[src/rtl/camera_config_sequencer.sv]
// Walks the camera configuration ROM from address 0 and issues each {reg,data} word to the
// SCCB write master over valid/ready; 16'hFFF0 inserts a fixed delay, 16'hFFFF ends the table.
module camera_config_sequencer #(
  parameter int unsigned DELAY_CYCLES = 250_000,
  parameter logic [7:0]  DEV_ADDR     = 8'h42
) (
  input  logic        i_clk,
  input  logic        i_rst,
  input  logic        i_start,
  output logic [7:0]  o_rom_addr,
  input  logic [15:0] i_rom_data,
  output logic        o_sccb_valid,
  input  logic        i_sccb_ready,
  output logic [7:0]  o_sccb_dev_addr,
  output logic [7:0]  o_sccb_reg_addr,
  output logic [7:0]  o_sccb_reg_data,
  output logic        o_busy,
  output logic        o_done
);

  localparam int unsigned    CntW    = $clog2(DELAY_CYCLES + 1);
  localparam logic [CntW-1:0] CntLoad = CntW'(DELAY_CYCLES - 1);

  typedef enum logic [2:0] {StIdle, StFetch, StDecode, StSend, StDelay, StDone} state_e;

  state_e          state_q;
  logic [7:0]      addr_q;
  logic            valid_q;
  logic [7:0]      reg_q;
  logic [7:0]      data_q;
  logic            busy_q;
  logic            done_q;
  logic [CntW-1:0] cnt_q;
  logic            advance;

  // Current entry finished: write accepted or delay expired.
  assign advance = (state_q == StSend && valid_q && i_sccb_ready) ||
                   (state_q == StDelay && cnt_q == '0);

  always_ff @(posedge i_clk or posedge i_rst) begin
    if (i_rst) begin
      state_q <= StIdle;
      addr_q  <= 8'h00;
      valid_q <= 1'b0;
      reg_q   <= 8'h00;
      data_q  <= 8'h00;
      busy_q  <= 1'b0;
      done_q  <= 1'b0;
      cnt_q   <= '0;
    end else begin
      unique case (state_q)
        StIdle, StDone: begin
          if (i_start) begin
            addr_q  <= 8'h00;
            done_q  <= 1'b0;
            busy_q  <= 1'b1;
            state_q <= StFetch;
          end
        end
        StFetch: state_q <= StDecode;
        StDecode: begin
          if (i_rom_data == 16'hFFFF) begin
            busy_q  <= 1'b0;
            done_q  <= 1'b1;
            state_q <= StDone;
          end else if (i_rom_data == 16'hFFF0) begin
            cnt_q   <= CntLoad;
            state_q <= StDelay;
          end else begin
            reg_q   <= i_rom_data[15:8];
            data_q  <= i_rom_data[7:0];
            valid_q <= 1'b1;
            state_q <= StSend;
          end
        end
        StSend: begin
          if (i_sccb_ready) valid_q <= 1'b0;
        end
        StDelay: begin
          if (cnt_q != '0) cnt_q <= cnt_q - CntW'(1);
        end
        default: state_q <= StIdle;
      endcase

      // The last ROM address terminates the table rather than wrapping to 0.
      if (advance) begin
        if (addr_q == 8'hFF) begin
          busy_q  <= 1'b0;
          done_q  <= 1'b1;
          state_q <= StDone;
        end else begin
          addr_q  <= addr_q + 8'h01;
          state_q <= StFetch;
        end
      end
    end
  end

  assign o_rom_addr      = addr_q;
  assign o_sccb_valid    = valid_q;
  assign o_sccb_dev_addr = DEV_ADDR;
  assign o_sccb_reg_addr = reg_q;
  assign o_sccb_reg_data = data_q;
  assign o_busy          = busy_q;
  assign o_done          = done_q;

endmodule

[config.mk]
export PLATFORM = sky130hd
export DESIGN_NAME = camera_config_sequencer
export DESIGN_NICKNAME = d
export VERILOG_FILES = /design/src/rtl/camera_config_sequencer.sv
export SDC_FILE = /design/constraint.sdc
export NUM_CORES = 1
export LEC_CHECK = 0
export ABC_AREA = 1
export CORE_MARGIN = 8
export CORE_UTILIZATION = 30
export DETAILED_ROUTE_END_ITERATION = 10
export PLACE_DENSITY_LB_ADDON = 0.15
export SYNTH_ARGS = -nofsm -noshare
export SYNTH_HDL_FRONTEND = slang
export SYNTH_SLANG_ARGS = --single-unit
[constraint.sdc]
create_clock -name i_clk -period 1.6 [get_ports i_clk]
set_input_delay 0.32 -clock i_clk [delete_from_list [all_inputs] [get_ports i_clk]]
set_output_delay 0.32 -clock i_clk [all_outputs]
set_load 0.01 [all_outputs]
# Word level (Yosys, flattened, before mapping)
# Index checks and enable logic that the tools add are counted.
classes:
  n_addsub: 2
  n_mul: 0
  div_mod_pow: 0
  order_cmp: 0
  eq_ne: 15
  shift: 0
  muxes: 28
  n_bitwise: 2
  n_reduce_logical: 15
ops:
  columns: ["op", "count"]
  rows:
  - ["$mux W18", 3]
  - ["$pmux W18 S2", 1]
  - ["$eq A16 B16 Y1 const B", 2]
  - ["$mux W8", 4]
  - ["$logic_not A18 Y1", 1]
  - ["$reduce_bool A18 Y1", 1]
  - ["$sub A18 B1 Y18 const B", 1]
  - ["$mux W3", 5]
  - ["$pmux W3 S4", 1]
  - ["$mux W1", 11]
  - ["$add A8 B1 Y8 const B", 1]
  - ["$eq A8 B8 Y1 const B", 1]
  - ["$ne A2 B2 Y1 const B", 4]
  - ["$reduce_and A4 Y1", 2]
  - ["$eq A3 B2 Y1 const B", 2]
  - ["$eq A3 B3 Y1 const B", 2]
  - ["$pmux W1 S2", 3]
  - ["$ne A2 B1 Y1 const B", 2]
  - ["$reduce_bool A2 Y1", 2]
  - ["$reduce_or A2 Y1", 2]
  - ["$eq A3 B1 Y1 const B", 1]
  - ["$logic_and A1 B1 Y1", 3]
  - ["$logic_not A3 Y1", 1]
  - ["$ne A3 B3 Y1 const B", 1]
  - ["4 further kinds", 5]
totals:
  regBits: 48
  latch_bits: 0
  ram_bits: 0
  rom_bits: 0
  word_cells: 70
  n_memories: 0

# Logic depth before layout (Yosys ltp)
# Gate-level depths: netlist of the first run.
logic_depth:
  word_depth: 6
  depth_mapped: 10

# Worst setup path after synthesis of the first run
# No wires, ideal clock.
synth_path:
  path_type: "flip-flop to flip-flop"
  from: "reg cnt_q[0]"
  to: "reg cnt_q[7]"
  setup_time_ns: 0.116
  t_arrival_ns: 1.390
  required_ns: 1.484
  slack_ns: 0.093
  stages_incl_launch_ff: 11
  synth_period_minus_slack_ns: 1.507
  cell_sequence: "dfrtp_1 > inv_1 > ha_1 > nand2_2 > nor2_4 > nand3_4 > nand2_4 > nor2_8 > buf_6 > nand2_1 > nand2_1"
synth_between:
  elab_chain_cells: 3
synth_lines:
  columns: ["item", "line", "rtl"]
  rows:
  - ["from (decl)", "33", "logic [CntW-1:0] cnt_q;"]
  - ["from (signal assigned)", "67", "cnt_q <= CntLoad;"]
  - ["from (signal assigned)", "80", "if (cnt_q != '0) cnt_q <= cnt_q - CntW'(1);"]
  - ["$sub A18 B1 Y18 / $reduce_bool A18 Y1 (equally long branches)", "80", null]
  - ["$mux W18 / $ne A2 B1 Y1 (equally long branches)", null, null]
  - ["$pmux W18 S2 / $reduce_and A4 Y1 (equally long branches)", null, null]
# Parallel ways exist; a longest one is shown, timed or not. The select of a mux whose other input is x is not followed.
# A chain may end at the register's enable or synchronous reset.

# Worst setup path after layout of the first run
layout_path:
  from: "reg cnt_q[10]"
  to: "reg cnt_q[6]"
layout_between:
  elab_chain_cells: 3
layout_lines:
  columns: ["item", "line"]
  rows:
  - ["$reduce_bool A18 Y1", "80"]
  - ["$ne A2 B1 Y1 (no line)", null]
  - ["$reduce_and A4 Y1 (no line)", null]
# Every way passes these cells.

==> results of run 1 <==
-- cell usage after synthesis --
cell      count  area share (%)
o21ai_0       7             1.2
nand3_2       2            0.67
clkinv_1      1            0.13
xor2_1        3            0.88
nand4_1       2            0.42
inv_1        31             3.9
nor2_4        2            0.75
buf_2         2            0.34
dfrtp_1      48              40
buf_6         3             1.1
ha_1          2            0.84
nand2_1     185              23
o21ai_1       3            0.50
buf_4         9             2.3
nand2_2       3            0.63
nor3_1        2            0.34
a21oi_1       2            0.34
nor3_2        1            0.34
clkbuf_1      1            0.13
nand2_4       3             1.1
nand3_4       2             1.2
nor2_2        5             1.0
nand3b_1      4             1.0
nor2_8        1            0.67
xnor2_1       6             1.8
buf_8         1            0.50
conb_1        2            0.25
nand3_1      48             8.1
nor2_1       44             5.5
and2_1        1            0.21
inv_2         3            0.38
-- layer usage --
metal / track usage (%) / vias up / share of wire [%]
li1: - / 1518 / -
met5: 0 / - / 0
met4: 3.72 / 0 / 2.3
met1: 15.1 / 1333 / 47
met3: 3.18 / 19 / 5.0
met2: 20.3 / 54 / 46
-- worst max path at each step --
stage,from,endpoint,slack (ns),cells past startpoint
3_3_place_gp,i_rom_data[5],cnt_q[14],-0.27,10
5_1_grt,cnt_q[8],cnt_q[4],-0.07,8
3_5_place_dp,i_rom_data[5],cnt_q[6],-0.30,10
4_1_cts,o_sccb_valid,o_sccb_valid,0.008,1
6_report,cnt_q[10],cnt_q[6],0.05,8
2_1_floorplan,cnt_q[0],cnt_q[7],0.09,10
-- cell type report --
class | instances | area (µm²)
sequential | 48 | 1210
inverter | 35 | 131
clock inverter | 3 | 23.8
timing repair buffer | 96 | 892
tap | 133 | 166
fill | 1036 | 5560
multi-input combinational | 341 | 1680
clock buffer | 5 | 68.8
-- flip-flops by register name (all words and copies together) (netlist names) --
register	flops
o_done	1
cnt_q	18
o_rom_addr	8
o_sccb_reg_addr	8
o_sccb_reg_data	8
o_sccb_valid	1
state_q	3
o_busy	1
-- power by group through the flow --
stage | sequential, µW | clock [µW] | combinational, µW
2_1_floorplan | 2050 | 0 | 1750
3_3_place_gp | 1950 | 0 | 3120
3_5_place_dp | 1940 | 0 | 3150
4_1_cts | 1910 | 809 | 3210
5_1_grt | 1970 | 851 | 4020
6_report | 1910 | 770 | 3580
-- per-stage QoR --
step	utilization [%]	cells	hold WS (ns)	setup TNS (ns)	power, µW
after detailed placement	39.3	636	0.461	-10.32	5090
after CTS	40.7	650	0.366	0	5930
final	42.8	661	0.342	0	6260
after global routing	42.8	661	0.392	-1.37	6840
after floorplan	-	435	0.465	0	3800
after global placement	39.3	636	0.456	-9.58	5070
-- timing repair --
action	4_1_cts	5_1_grt
setup endpoints to repair	8	49
gates cloned	0	5
buffers inserted	6	6
resized for setup	6	27
pin swaps	0	4
-- worst min-delay path, delay by kind of cell --
family	cells	cell delay, ns
buffers and inverters	3	0.72
-- cell families after synthesis --
group,Yosys count,synth area share (%)
adders and majority gates,2,0.838
and+or+nand+nor,305,45.2
DFF,48,40.3
AOI/OAI and AO/OA,12,2.01
buffers and inverters,51,8.76
other,2,0.252
xor gates and xnor gates,9,2.64
==> results_dict.tcl, run 1 <==
set metrics [dict create \
    p_leak_uw 0.00212 \
    swShare_pct 42.9 \
    clock-sinks 48 \
    placed_cell_area_um2 3830 \
    period_needed_ns 1.55 \
    required_ns 1.86 \
    drc 0 \
    peakVddDrop_v 0.000676 \
    crit_path_cell_trace "nor2_1 -> nand2_1 -> nor2_4 -> nand3_4 -> buf_4 -> nand3_2 -> nand2_1 -> nand2_1" \
    dieHeight_um 116 \
    grt_max_degree 49 \
    grt_usage_pct 12.2 \
    rsz0062_at_grt "yes" \
    firstDrtPassIters 4 \
    final_area_um2 4170 \
    finalSetupViolations 0 \
    postRouteAntennaNets 0 \
    grt_pass1_wl_um 13300 \
    syn-cell-area_um2 2980 \
    antenna_found_initial 0 \
    p_per_area_nw_per_um2 1500 \
    core.rowCount 36 \
    clk_pin_slew_ns 0.10 \
    hold_path.class "primary input to asynchronous set/reset pin" \
    numPortBuffers 46 \
    layout_common_cells "182 x nand2_1, 47 x nand3_1, 46 x buf_4" \
    reg2reg_slack_ns 0.05 \
    hold_buffers 0 \
    fin_crit_sh_pct 97.2 \
    slew_viol_final 0 \
    fmaxAchievable_mhz 643 \
    htree_num_levels 2 \
    start_util_pct 30.7 \
    place.gp.congestion 0.761 \
    fin_skew_ns 0.00744 \
    p_clk_share_pct 12.3 \
    insertion_delay_ns 0.31 \
    initialDrtViolationCount 108 \
    cp_slowest_cell "dfrtp_1" \
    start_kind "register" \
    seq_area_frac_synth_pct 40.3 \
    maxCapViolations 0 \
    cts_buffers 5 \
    arrival_ns 1.81 \
    synthCells 429 \
    path_delay_family "simple AND/OR/NAND/NOR gates" \
    wl_per_cell_um 12.1 \
    n_antenna_cell 0 \
    status "finished clean" \
    mostFrequentLayoutCell "nand2_1" \
    clockBufferDepth 2 \
    r2r_end "cnt_q[6]" \
    place_ws_ns -0.299 \
    dpl.hpwl_um 5470 \
    syn_to_final_growth_pct 39.7 \
    power.switching_uw 2690 \
    grt_pass1_vias 2904 \
    die_area_um2 13400 \
    hold_viol 0 \
    ys_ff_latch 48 \
    overflow 0 \
    vias 2924 \
    crit_type "register to register" \
    totalWireLength_um 8020 \
    coreArea_um2 9730 \
    cts_root_buf "clkbuf_8" \
    crit_path_max_fanout 5 \
    drive_gt1_share_pct 19.3 \
    tritoncts "done" \
    p_int_uw 3570 \
    io_pins 55 \
    crit_top_cell "nand2_1" \
    seqPwrFrac_pct 30.5 \
    r2r_start "cnt_q[10]" \
    synth.distinct_cells 31 \
    cp-end-kind "register" \
    combPwrFrac_pct 57.2 \
    yosysWarnings 0 \
    fin_nets 549 \
    critPathBufInv 1 \
    postSynthAreaPerCell_um2 6.96 \
    vias_per_cell 4.42 \
    finalWorstSetupSlack_ns 0.0453 \
    die_w_um 116 \
    cpPeakStageDelay_ns 0.40 \
    rr_worst_depth 8 \
]
Power figures use the tool's default switching activity.
==> run 2: changes to the inputs <==
GPL_ROUTABILITY_DRIVEN = 0   (was default)
SKIP_CTS_REPAIR_TIMING = 1   (was default)
==> run 2 against run 1 <==
Against the previous run: clock skew is 0.0047 ns higher; register-to-register slack about the same; final cell count is 0.45% higher; non-clock buffer count is 4 higher; clock power is 0.6% higher; combinational power down 3%; hold slack better by 0.0032 ns; via count is 1.1% higher; die area is the same; fmax hardly changed; worst setup slack is essentially flat; global-route usage fell by 0.099 points; critical path type unchanged.
==> results_dict.tcl, run 2 (synthesis results as in run 1) <==
set metrics [dict create \
    numPortBuffers 46 \
    slew_viol_final 0 \
    clk_pin_slew_ns 0.10 \
    layout_common_cells "181 x nand2_1, 51 x buf_4, 46 x nand3_1" \
    rr_worst_depth 8 \
    start_kind "register" \
    clockBufferDepth 2 \
    cts_root_buf "clkbuf_8" \
    top_layer "met4" \
    place_inst 636 \
    wl_per_cell_um 12.2 \
    dieHeight_um 116 \
    wl_met1_um 3850 \
    wl_met3_um 345 \
    overflow 0 \
    path_delay_family "simple AND/OR/NAND/NOR gates" \
    crit_path_max_fanout 9 \
    tritoncts "done" \
    cp-end-kind "register" \
    finalNonFillerCells 664 \
    path_depth 8 \
    largest_reg_flops 18 \
    fin_skew_ns 0.0121 \
    cpPeakStageDelay_ns 0.45 \
    rsz0062_at_grt "yes" \
    crit_top_cell "nand2_1" \
    vias_per_cell 4.45 \
    clock-sinks 48 \
    cts_buffers 5 \
    dpl.hpwl_um 5470 \
    hold_path.class "primary input to asynchronous set/reset pin" \
    fmaxAchievable_mhz 643 \
    hold_viol 0 \
    firstDrtPassIters 4 \
    drc 0 \
    fin_crit_sh_pct 97.2 \
    insertion_delay_ns 0.31 \
    top_register "cnt_q" \
    grt_usage_pct 12.1 \
    mostFrequentLayoutCell "nand2_1" \
    required_ns 1.85 \
    cp_slowest_cell "dfrtp_2" \
    die_area_um2 13400 \
    crit_path_cell_trace "nor2_1 -> nand2_1 -> nor2_4 -> nand3_4 -> buf_4 -> nand3_4 -> nand2_1 -> nand2_1" \
    peakVddDrop_v 0.000673 \
    crit_type "register to register" \
    fillCellCount 1024 \
    initialDrtViolationCount 114 \
    htree_num_levels 2 \
    die_w_um 116 \
    coreArea_um2 9730 \
    postRouteAntennaNets 0 \
    arrival_ns 1.81 \
    io_pins 55 \
    antenna_found_initial 0 \
    syn_to_final_growth_pct 41.5 \
    drive_gt1_share_pct 21.5 \
    grt_pass1_vias 2871 \
    maxCapViolations 0 \
    grt_max_degree 49 \
    grt_pass1_wl_um 13200 \
    final_util_pct 43.4 \
    start_util_pct 30.7 \
    fin_nets 552 \
    vias 2955 \
    finalSetupViolations 0 \
    p_per_area_nw_per_um2 1470 \
    core.rowCount 36 \
    critPathBufInv 1 \
    p_leak_uw 0.00225 \
    status "finished clean" \
    n_antenna_cell 0 \
    totalWireLength_um 8130 \
    period_needed_ns 1.55 \
    wl_met2_um 3800 \
]
## run 2: final cells by class
class / count / area, µm² / share of cell area (%)
Clock inverter: 3 / 23.8 / 0.563
Tap cell: 133 / 166 / 3.94
Multi-Input combinational cell: 340 / 1690 / 39.9
Sequential cell: 48 / 1210 / 28.7
Timing Repair Buffer: 100 / 933 / 22.1
Clock buffer: 5 / 68.8 / 1.63
Inverter: 35 / 131 / 3.11
## run 2: final timing paths
check | from | to | slack (ns)
worst max-delay path | cnt_q[8] | cnt_q[5] | 0.05
worst min-delay path | i_rst | o_sccb_reg_addr[4] | 0.35
worst max register to register | cnt_q[8] | cnt_q[5] | 0.05
worst min register to register | o_sccb_reg_data[6] | o_sccb_reg_data[6] | 0.48
max in group asynchronous | i_rst | o_rom_addr[5] | 0.99
min in group i_clk | o_sccb_reg_data[6] | o_sccb_reg_data[6] | 0.48
## run 2: per-stage QoR
step | TNS [ns] | area [µm²] | hold slack, ns | worst slack, ns | power [µW]
2_1_floorplan | 0 | 3010 | 0.465 | 0.0935 | 3800
3_3_place_gp | -9.58 | 3830 | 0.456 | -0.267 | 5070
3_5_place_dp | -10.32 | 3830 | 0.461 | -0.299 | 5090
4_1_cts | -0.645 | 3920 | 0.366 | -0.0986 | 5900
5_1_grt | -0.532 | 4220 | 0.392 | -0.0362 | 6760
6_report | 0 | 4220 | 0.345 | 0.0452 | 6190
## run 2: report_power, final
group | leakage, µW | internal (µW) | switching (µW)
sequential | 0.000588 | 1640 | 288
clock | 0.0000404 | 311 | 464
combinational | 0.00163 | 1570 | 1910
total | 0.00225 | 3520 | 2670
## run 2: tightest hold or removal path, cell delays in order
cell and delay [ns]:
clkdlybuf4s50_1 0.41, inv_2 0.07, buf_12 0.24
## run 2: layer usage
metal | vias up | global-route usage [%]
met1 | 1374 | 15.1
met2 | 42 | 20.0
met3 | 12 | 3.18
met5 | - | 0
met4 | 0 | 3.72
li1 | 1527 | -
==> run 3: changes to the inputs <==
SKIP_LAST_GASP = 1   (was default)
==> run 3 against run 2 <==
Against the previous run: global-route usage did not move; non-clock buffer count did not move; utilization barely moved; flip-flop and latch count did not move; die area did not move; routed wire length fell by 0.49%; clock-buffer cell count did not move; cell area barely moved.
==> results_dict.tcl, run 3 (synthesis results as in run 1) <==
set metrics [dict create \
    slew_viol_final 0 \
    finalSetupViolations 0 \
    vias_per_cell 4.40 \
    final_util_pct 43.4 \
    clk_pin_slew_ns 0.10 \
    p_clk_share_pct 12.6 \
    cp-end-kind "output port" \
    hold_path.class "primary input to asynchronous set/reset pin" \
    fin_skew_ns 0.0109 \
    totalWireLength_um 8090 \
    maxCapViolations 0 \
    tritoncts "done" \
    required_ns 1.28 \
    place_ws_ns -0.299 \
    finalWorstSetupSlack_ns 0.0511 \
    crit_path_max_fanout 2 \
    status "finished clean" \
    htree_num_levels 2 \
    p_int_uw 3520 \
    grt_usage_pct 12.1 \
    whs_ns 0.346 \
    layout_common_cells "182 x nand2_1, 51 x buf_4, 46 x nand3_1" \
    fmaxAchievable_mhz 646 \
    start_kind "register" \
    vias 2919 \
    crit_type "register to output port" \
    crit_path_cell_trace "clkdlybuf4s50_1" \
    path_delay_family "buffers and inverters" \
    clockBufferDepth 2 \
    start_util_pct 30.7 \
    period_needed_ns 1.55 \
    grt_max_degree 49 \
    fin_crit_sh_pct 96.8 \
    seqPwrFrac_pct 31.1 \
    io_pins 55 \
    n_antenna_cell 0 \
    peakVddDrop_v 0.000671 \
    cts_buffers 5 \
    wl_per_cell_um 12.2 \
    p_per_area_nw_per_um2 1470 \
    grt_pass1_vias 2871 \
    dpl.hpwl_um 5470 \
    fin_nets 552 \
    drc 0 \
    largest_reg_flops 18 \
    syn_to_final_growth_pct 41.4 \
    core.rowCount 36 \
    top_register "cnt_q" \
    combPwrFrac_pct 56.3 \
    dieHeight_um 116 \
    mostFrequentLayoutCell "nand2_1" \
    firstDrtPassIters 4 \
    drive_gt1_share_pct 21.1 \
    p_total_uw 6190 \
    grt_pass1_wl_um 13200 \
    initialDrtViolationCount 113 \
    hold_viol 0 \
    antenna_found_initial 0 \
    overflow 0 \
    die_area_um2 13400 \
    die_w_um 116 \
    insertion_delay_ns 0.31 \
    swShare_pct 43.1 \
    coreArea_um2 9730 \
    cp_slowest_cell "clkdlybuf4s50_1" \
    cts_root_buf "clkbuf_8" \
    arrival_ns 1.23 \
    power.switching_uw 2670 \
    p_leak_uw 0.00225 \
    postRouteAntennaNets 0 \
    critPathBufInv 1 \
    rsz0062_at_grt "yes" \
    clock-sinks 48 \
    cpPeakStageDelay_ns 0.55 \
    numPortBuffers 46 \
]
[run 3: changes by cell type in the layout (fill, tap and decap cells not counted)]
cell,delta
inv_1,+1
nand2_1,+1
nand2_2,-1
inv_2,-1
[run 3: path summary, 6_finish.rpt]
check	startpoint	endpoint	slack (ns)	cells past startpoint
worst max register to register	cnt_q[8]	cnt_q[5]	0.06	8
worst max-delay path	o_sccb_reg_addr[3]	o_sccb_reg_addr[3]	0.05	1
worst min-delay path	i_rst	o_sccb_reg_addr[4]	0.35	3
min in group i_clk	o_sccb_reg_data[7]	o_sccb_reg_data[7]	0.48	2
worst min register to register	o_sccb_reg_data[7]	o_sccb_reg_data[7]	0.48	2
max in group asynchronous	i_rst	o_rom_addr[5]	1.00	3
[run 3: layout make-up]
cell class	count	area [µm²]
fill	1023	5510
multi-input combinational	340	1680
sequential	48	1210
timing repair buffer	100	933
tap	133	166
inverter	35	131
clock buffer	5	68.8
clock inverter	3	23.8
[run 3: worst min-delay path, stage by stage]
cell	delay, ns
clkdlybuf4s50_1	0.41
inv_2	0.07
buf_12	0.24
[run 3: power by group through the flow]
stage,sequential [µW],combinational [µW],clock [µW]
2_1_floorplan,2050,1750,0
3_3_place_gp,1950,3120,0
3_5_place_dp,1940,3150,0
6_report,1920,3480,779
4_1_cts,1930,3160,809
5_1_grt,1980,3920,854
[run 3: routing by layer]
layer	track usage (%)	up-vias	part of all wire, %
met5	0	-	0
met2	20.0	43	46
met1	15.1	1336	47
met4	3.72	0	1.9
li1	-	1526	-
met3	3.18	14	4.5
[run 3: per-stage QoR]
step | setup TNS [ns] | cell area, µm² | instances
after floorplan | 0 | 3010 | 435
after detailed placement | -10.32 | 3830 | 636
after global placement | -9.58 | 3830 | 636
final | 0 | 4220 | 664
after global routing | -0.580 | 4220 | 664
after CTS | -0.645 | 3920 | 644
